===== src/rtl/saph_fpu_addmul.sv =====
// Pipelined binary32 add/sub/mul unit: request register, three arithmetic stages, result register.
// Round-toward-zero, denormal inputs flushed to zero, no denormal outputs.
module saph_fpu_addmul #(
    parameter int latency = 3
) (
    input  logic        clk,
    input  logic        rst,
    input  logic        d_trig,
    output logic        d_ready,
    input  logic [31:0] d_lhs,
    input  logic [31:0] d_rhs,
    input  logic [1:0]  d_mode,
    output logic        q_trig,
    output logic [31:0] q_res,
    output logic [3:0]  has_modes
);

    localparam logic [31:0] QNAN_C = 32'h7FC0_0000;

    generate
        if (latency != 3) begin : g_bad_latency
            $error("saph_fpu_addmul: only latency 3 is implemented");
        end
    endgenerate

    function automatic logic [4:0] lzc27(input logic [26:0] v);
        logic [4:0] n;
        logic       found;
        n     = 5'd0;
        found = 1'b0;
        for (int i = 26; i >= 0; i--) begin
            if (!found) begin
                if (v[i]) begin
                    found = 1'b1;
                end else begin
                    n = n + 5'd1;
                end
            end
        end
        return n;
    endfunction

    logic              ready_r, in_v_r;
    logic [31:0]       lhs_r, rhs_r;
    logic [1:0]        mode_r;

    logic              a_zero_s, b_zero_s, a_inf_s, b_inf_s, a_nan_s, b_nan_s;
    logic              sa_s, sb_eff_s, swap_s;
    logic [23:0]       man_a_s, man_b_s;
    logic              s1_mul_s, s1_sign_s, s1_sub_s, s1_zsign_s, s1_spec_s;
    logic signed [9:0] s1_exp_s;
    logic [7:0]        s1_diff_s;
    logic [23:0]       s1_mh_s, s1_ml_s;
    logic [31:0]       s1_spec_val_s;

    logic              s1_v_r, s1_mul_r, s1_sign_r, s1_sub_r, s1_zsign_r, s1_spec_r;
    logic signed [9:0] s1_exp_r;
    logic [7:0]        s1_diff_r;
    logic [23:0]       s1_mh_r, s1_ml_r;
    logic [31:0]       s1_spec_val_r;

    logic [4:0]        sh_s;
    logic [26:0]       aligned_s;
    logic [27:0]       sum_s;
    logic [47:0]       prod_s;

    logic              s2_v_r, s2_mul_r, s2_sign_r, s2_zsign_r, s2_spec_r;
    logic signed [9:0] s2_exp_r;
    logic [27:0]       s2_sum_r;
    logic [24:0]       s2_prod_r;
    logic [31:0]       s2_spec_val_r;

    logic [4:0]        lz_s;
    logic [26:0]       norm_s;
    logic signed [9:0] exp_s;
    logic [22:0]       mant_s;
    logic              zero_s;
    logic [31:0]       res_s;

    logic              q_trig_r;
    logic [31:0]       q_res_r;
    logic              unused_s;

    assign unused_s  = ^{prod_s[22:0], norm_s[26], norm_s[2:0]};
    assign d_ready   = ready_r;
    assign q_trig    = q_trig_r;
    assign q_res     = q_res_r;
    assign has_modes = 4'b0111;

    // Request capture; ready rises on the first edge after reset release
    always_ff @(posedge clk or negedge rst) begin
        if (!rst) begin
            ready_r <= 1'b0;
            in_v_r  <= 1'b0;
            lhs_r   <= 32'd0;
            rhs_r   <= 32'd0;
            mode_r  <= 2'd0;
        end else begin
            ready_r <= 1'b1;
            in_v_r  <= d_trig & ready_r;
            if (d_trig & ready_r) begin
                lhs_r  <= d_lhs;
                rhs_r  <= d_rhs;
                mode_r <= d_mode;
            end
        end
    end

    // S1: unpack, flush denormals, order magnitudes, classify specials
    always_comb begin
        a_zero_s = (lhs_r[30:23] == 8'd0);
        b_zero_s = (rhs_r[30:23] == 8'd0);
        a_inf_s  = (lhs_r[30:23] == 8'hFF) && (lhs_r[22:0] == 23'd0);
        b_inf_s  = (rhs_r[30:23] == 8'hFF) && (rhs_r[22:0] == 23'd0);
        a_nan_s  = (lhs_r[30:23] == 8'hFF) && (lhs_r[22:0] != 23'd0);
        b_nan_s  = (rhs_r[30:23] == 8'hFF) && (rhs_r[22:0] != 23'd0);
        man_a_s  = a_zero_s ? 24'd0 : {1'b1, lhs_r[22:0]};
        man_b_s  = b_zero_s ? 24'd0 : {1'b1, rhs_r[22:0]};
        sa_s     = lhs_r[31];
        sb_eff_s = rhs_r[31] ^ (mode_r == 2'd1);
        swap_s   = (b_zero_s ? 31'd0 : rhs_r[30:0]) > (a_zero_s ? 31'd0 : lhs_r[30:0]);
        s1_mul_s = (mode_r == 2'd2);
        if (s1_mul_s) begin
            s1_sign_s  = lhs_r[31] ^ rhs_r[31];
            s1_zsign_s = lhs_r[31] ^ rhs_r[31];
            s1_sub_s   = 1'b0;
            s1_exp_s   = $signed({2'b00, lhs_r[30:23]}) + $signed({2'b00, rhs_r[30:23]}) - 10'sd127;
            s1_diff_s  = 8'd0;
            s1_mh_s    = man_a_s;
            s1_ml_s    = man_b_s;
        end else if (swap_s) begin
            s1_sign_s  = sb_eff_s;
            s1_zsign_s = sa_s & sb_eff_s;
            s1_sub_s   = sa_s ^ sb_eff_s;
            s1_exp_s   = $signed({2'b00, rhs_r[30:23]});
            s1_diff_s  = rhs_r[30:23] - lhs_r[30:23];
            s1_mh_s    = man_b_s;
            s1_ml_s    = man_a_s;
        end else begin
            s1_sign_s  = sa_s;
            s1_zsign_s = sa_s & sb_eff_s;
            s1_sub_s   = sa_s ^ sb_eff_s;
            s1_exp_s   = $signed({2'b00, lhs_r[30:23]});
            s1_diff_s  = lhs_r[30:23] - rhs_r[30:23];
            s1_mh_s    = man_a_s;
            s1_ml_s    = man_b_s;
        end
        // Specials resolved here and carried alongside the datapath
        s1_spec_s     = 1'b1;
        s1_spec_val_s = QNAN_C;
        if (a_nan_s || b_nan_s || (mode_r == 2'd3)) begin
            s1_spec_val_s = QNAN_C;
        end else if (s1_mul_s) begin
            if ((a_zero_s && b_inf_s) || (a_inf_s && b_zero_s)) begin
                s1_spec_val_s = QNAN_C;
            end else if (a_inf_s || b_inf_s) begin
                s1_spec_val_s = {lhs_r[31] ^ rhs_r[31], 8'hFF, 23'd0};
            end else begin
                s1_spec_s = 1'b0;
            end
        end else begin
            if (a_inf_s && b_inf_s && (sa_s != sb_eff_s)) begin
                s1_spec_val_s = QNAN_C;
            end else if (a_inf_s) begin
                s1_spec_val_s = {sa_s, 8'hFF, 23'd0};
            end else if (b_inf_s) begin
                s1_spec_val_s = {sb_eff_s, 8'hFF, 23'd0};
            end else begin
                s1_spec_s = 1'b0;
            end
        end
    end

    // S1 pipeline register
    always_ff @(posedge clk or negedge rst) begin
        if (!rst) begin
            s1_v_r        <= 1'b0;
            s1_mul_r      <= 1'b0;
            s1_sign_r     <= 1'b0;
            s1_sub_r      <= 1'b0;
            s1_zsign_r    <= 1'b0;
            s1_spec_r     <= 1'b0;
            s1_exp_r      <= 10'sd0;
            s1_diff_r     <= 8'd0;
            s1_mh_r       <= 24'd0;
            s1_ml_r       <= 24'd0;
            s1_spec_val_r <= 32'd0;
        end else begin
            s1_v_r        <= in_v_r;
            s1_mul_r      <= s1_mul_s;
            s1_sign_r     <= s1_sign_s;
            s1_sub_r      <= s1_sub_s;
            s1_zsign_r    <= s1_zsign_s;
            s1_spec_r     <= s1_spec_s;
            s1_exp_r      <= s1_exp_s;
            s1_diff_r     <= s1_diff_s;
            s1_mh_r       <= s1_mh_s;
            s1_ml_r       <= s1_ml_s;
            s1_spec_val_r <= s1_spec_val_s;
        end
    end

    // S2: align with three truncated guard bits and add/subtract, or multiply
    always_comb begin
        sh_s      = (s1_diff_r > 8'd26) ? 5'd26 : s1_diff_r[4:0];
        aligned_s = {s1_ml_r, 3'b000} >> sh_s;
        if (s1_sub_r) begin
            sum_s = {1'b0, s1_mh_r, 3'b000} - {1'b0, aligned_s};
        end else begin
            sum_s = {1'b0, s1_mh_r, 3'b000} + {1'b0, aligned_s};
        end
        prod_s = {24'd0, s1_mh_r} * {24'd0, s1_ml_r};
    end

    // S2 pipeline register; only the product bits that can reach the mantissa are kept
    always_ff @(posedge clk or negedge rst) begin
        if (!rst) begin
            s2_v_r        <= 1'b0;
            s2_mul_r      <= 1'b0;
            s2_sign_r     <= 1'b0;
            s2_zsign_r    <= 1'b0;
            s2_spec_r     <= 1'b0;
            s2_exp_r      <= 10'sd0;
            s2_sum_r      <= 28'd0;
            s2_prod_r     <= 25'd0;
            s2_spec_val_r <= 32'd0;
        end else begin
            s2_v_r        <= s1_v_r;
            s2_mul_r      <= s1_mul_r;
            s2_sign_r     <= s1_sign_r;
            s2_zsign_r    <= s1_zsign_r;
            s2_spec_r     <= s1_spec_r;
            s2_exp_r      <= s1_exp_r;
            s2_sum_r      <= sum_s;
            s2_prod_r     <= prod_s[47:23];
            s2_spec_val_r <= s1_spec_val_r;
        end
    end

    // S3: normalise, truncate, range-check exponent and pack
    always_comb begin
        lz_s   = lzc27(s2_sum_r[26:0]);
        norm_s = s2_sum_r[26:0] << lz_s;
        if (s2_mul_r) begin
            zero_s = (s2_prod_r == 25'd0);
            if (s2_prod_r[24]) begin
                mant_s = s2_prod_r[23:1];
                exp_s  = s2_exp_r + 10'sd1;
            end else begin
                mant_s = s2_prod_r[22:0];
                exp_s  = s2_exp_r;
            end
        end else begin
            zero_s = (s2_sum_r == 28'd0);
            if (s2_sum_r[27]) begin
                mant_s = s2_sum_r[26:4];
                exp_s  = s2_exp_r + 10'sd1;
            end else begin
                mant_s = norm_s[25:3];
                exp_s  = s2_exp_r - $signed({5'd0, lz_s});
            end
        end
        if (s2_spec_r) begin
            res_s = s2_spec_val_r;
        end else if (zero_s) begin
            res_s = {s2_zsign_r, 31'd0};
        end else if (exp_s > 10'sd254) begin
            res_s = {s2_sign_r, 31'h7F7F_FFFF};
        end else if (exp_s < 10'sd1) begin
            res_s = {s2_sign_r, 31'd0};
        end else begin
            res_s = {s2_sign_r, exp_s[7:0], mant_s};
        end
    end

    // Result register; q_res only moves on a valid result
    always_ff @(posedge clk or negedge rst) begin
        if (!rst) begin
            q_trig_r <= 1'b0;
            q_res_r  <= 32'd0;
        end else begin
            q_trig_r <= s2_v_r;
            if (s2_v_r) begin
                q_res_r <= res_s;
            end
        end
    end

endmodule


===== config.mk =====
export PLATFORM = sky130hd
export DESIGN_NAME = saph_fpu_addmul
export DESIGN_NICKNAME = d
export VERILOG_FILES = /design/src/rtl/saph_fpu_addmul.sv
export SDC_FILE = /design/constraint.sdc
export NUM_CORES = 2
export LEC_CHECK = 0
export BUFFER_PORTS_ARGS = -buffer_cell sky130_fd_sc_hd__buf_2
export CAP_MARGIN = 10
export CORE_MARGIN = 2
export CORE_UTILIZATION = 40
export DETAILED_ROUTE_END_ITERATION = 10
export GPL_TIMING_DRIVEN = 0
export PLACE_DENSITY = 0.53
export SLEW_MARGIN = 20
export SYNTH_ARGS = -nofsm -noshare
export SYNTH_HDL_FRONTEND = slang
export SYNTH_SLANG_ARGS = --single-unit

===== constraint.sdc =====
create_clock -name clk -period 24.3 [get_ports clk]
set_clock_uncertainty 0.05 [all_clocks]
set_input_delay 3.645 -clock clk [delete_from_list [all_inputs] [get_ports clk]]
set_output_delay 3.645 -clock clk [all_outputs]
set_load 0.005 [all_outputs]

==> flow_summary.ini <==
[status]
outcome = finished, final reports clean

[logic_synthesis]
synth-seq-cells = 246
yosysSeqAreaShare = 0.163
yosys-top-cells-area = fa_1 (26%), dfrtp_1 (16%), ha_1 (10%), nand2_1 (6.8%), inv_1 (6.5%)
avgSynthCellArea_um2 = 8.54
ys_warn_count = 0
syn_inst = 4423
async_reset_ff_frac = 1.00
synth-edff-count = 0
netlist_area_um2 = 37800
synth.largest_area_cell = fa_1
synth_cell_type_count = 91
ys.flop_type = dfrtp_1
synth_top_area_share = 0.257

[sta]
slew_violations = 0
hold_viol = 0
fin_crit_ps = 18220
period_share = 0.750
setup-tns-final_ps = 0
grt_setup_unrepaired = false
max_slew_margin = 0.233
setup_viol = 0
fmax_mhz = 54.9
worst_pin_slew_ps = 1140

[cells_and_area]
fin_util = 0.439
drive_gt1_frac = 0.0600
area_delta_synth_final_pct = 8.55
final_area_um2 = 41000
final_cell_count_no_fill = 5841
nNetsFinal = 5426
multi_input_area_um2 = 28100
regArea_um2 = 6160
nFillCells = 9511

[die]
fp.dieW_um = 311
dieArea_um2 = 97000
floorplan.rows = 112
ios = 107
fp.coreArea_um2 = 93500
start_util = 0.404
fp.dieH_um = 311

[worst_setup_path]
crit_required_ps = 24690
cpMaxStageDelayCell = a2111oi_0
crit_family = compound AO/OA/AOI/OAI gates
worstReg2RegEnd = q_res[14]
reg2regPathDepth = 72
path_buf_inv = 8
path_class = flip-flop to flip-flop
cp-start-kind = flip-flop
end_kind = flip-flop
worstPathMaxFanout = 10
arrival_ps = 18620
r2r_start = s2_sum_r[24]
critical_path.max_stage_delay_ps = 600
reg2reg_setup_slack_ps = 6080
critPathMostFrequentCell = ha_1

[detailed_routing]
wirelength_um = 128000
vias = 31651
drt_iter0_markers = 2849
drc = 0
ant_nets = 0
viasPerCell = 5.42
avgRoutedWirePerCell_um = 22.0
firstDrtPassIters = 6

[grt]
grt_usage = 0.264
antenna_found_initial = 8
grt_pass1_wl_um = 197000
grt_overflow = 0
grt_max_degree = 88
grt_pass1_vias = 31706

[place]
port_buffers = 102
dp_cells = 5785
gp_congestion = 0.963
dp_hpwl_um = 103000
place_area_um2 = 40000

[clock_tree]
clock_latency_ps = 610
cts_tree = done
postCtsResizedCells = 0
path_clk_slew_ps = 60
holdBufCountCts = 0
post_cts_buffers = 0
h-tree-depth = 1
cts_inserted_buffers = 28
cts_max_path_buffers = 3
cts-root-buf = clkbuf_16
cts_sinks = 246

[job]
maxCapViolations = 0

[min_path]
worstHoldEndpoint = s2_exp_r[8]
hold_path.class = flip-flop to flip-flop
holdPathStages = 0
hp-start = s1_exp_r[8]
cells in the final DEF, fill, tap and decap left out, types with 8 or more instances in the layout:
| cell type | instances |
|---|---|
| buf_1 | 16 |
| a31oi_1 | 48 |
| mux2i_1 | 130 |
| mux2_2 | 66 |
| fa_1 | 486 |
| nand2_1 | 683 |
| a211oi_1 | 30 |
| a21oi_1 | 171 |
| nor3_1 | 52 |
| a21o_1 | 49 |
| o21a_1 | 14 |
| nor4_1 | 45 |
| a2111oi_0 | 15 |
| and3_1 | 22 |
| dfrtp_1 | 246 |
| nand3_1 | 69 |
| o211ai_1 | 13 |
| nor2b_1 | 45 |
| clkbuf_16 | 28 |
| inv_1 | 657 |
| xnor2_1 | 67 |
| or2_2 | 11 |
| nor2_1 | 185 |
| nand2b_1 | 35 |
| or3_1 | 11 |
| o21ai_0 | 196 |
| o221ai_1 | 12 |
| o31ai_1 | 8 |
| xor2_1 | 28 |
| a221oi_1 | 14 |
| o21bai_1 | 24 |
| a211o_1 | 9 |
| and2_1 | 211 |
| ha_1 | 310 |
| nand4_1 | 29 |
| buf_2 | 106 |
| nor3b_1 | 12 |
| clkbuf_1 | 243 |
cells by family after synthesis:
family | after synthesis | synth area share
flip-flops | 246 | 0.163
multiplexers | 203 | 0.0578
XOR/XNOR | 107 | 0.0281
buffers and inverters | 928 | 0.0931
AND/OR/NAND/NOR | 1443 | 0.180
other | 2 | 0.000199
adder cells (fa/ha/maj) | 801 | 0.361
AO/OA/AOI/OAI | 693 | 0.116
flip-flops by register name (all words and copies together), names as in the netlist, 10 cells and up:
name and count:
s2_sum_r 28, s2_exp_r 10, s2_prod_r 25, q_res 32
s1_ml_r 24, lhs_r 32, s1_mh_r 24, s1_exp_r 10
rhs_r 32
cell usage after synthesis (48+ instances only):
master,count
nand2_1,683
inv_1,657
fa_1,486
ha_1,310
dfrtp_1,246
clkbuf_1,240
and2_1,211
o21ai_0,196
nor2_1,185
a21oi_1,171
mux2i_1,130
nand3_1,69
xnor2_1,67
mux2_2,66
nor3_1,53
a21o_1,49
a31oi_1,48
metrics by stage:
stage | worst slack [ps] | hold slack [ps]
after floorplan | 9380 | 281
after global placement | 6430 | 284
after detailed placement | 6510 | 285
after CTS | 6430 | 260
after global routing | 4840 | 268
final | 6080 | 260
worst register-to-register path, delay by kind of cell (launching register included):
kind	cells	cell delay [ps]
xor+xnor	1	310
compound gates	22	5250
fa+ha+maj	15	4940
buf+inv	8	2520
mux	8	1340
simple gates	18	3280
flops	1	390
metal layers:
metal / part of all wire / vias up / GRT usage
li1: - / 14618 / -
met1: 0.47 / 15854 / 0.384
met2: 0.44 / 1020 / 0.411
met3: 0.060 / 157 / 0.0321
met4: 0.032 / 2 / 0.0752
met5: 0.00010 / - / 0
area by class of cell:
class                      count  area share
antenna                        5    0.000305
timing repair buffer         105      0.0142
multi-input combinational   3252       0.686
buffer                       267      0.0253
sequential                   246       0.150
clock inverter                13     0.00558
tap                         1254      0.0382
inverter                     661      0.0605
clock buffer                  38      0.0197
worst max path at each step:
stage	startpoint	endpoint	slack (ps)	depth (start not counted)
2_1_floorplan	s2_sum_r[24]	q_res[14]	9380	73
3_3_place_gp	s2_sum_r[24]	q_res[16]	6430	71
3_5_place_dp	s2_sum_r[24]	q_res[16]	6510	71
4_1_cts	s2_sum_r[24]	q_res[14]	6430	72
5_1_grt	s2_sum_r[24]	q_res[10]	4840	72
6_report	s2_sum_r[24]	q_res[14]	6080	72
Power is not shown: default switching activity piles up to over one toggle a cycle in this logic, so the estimate is an artifact.
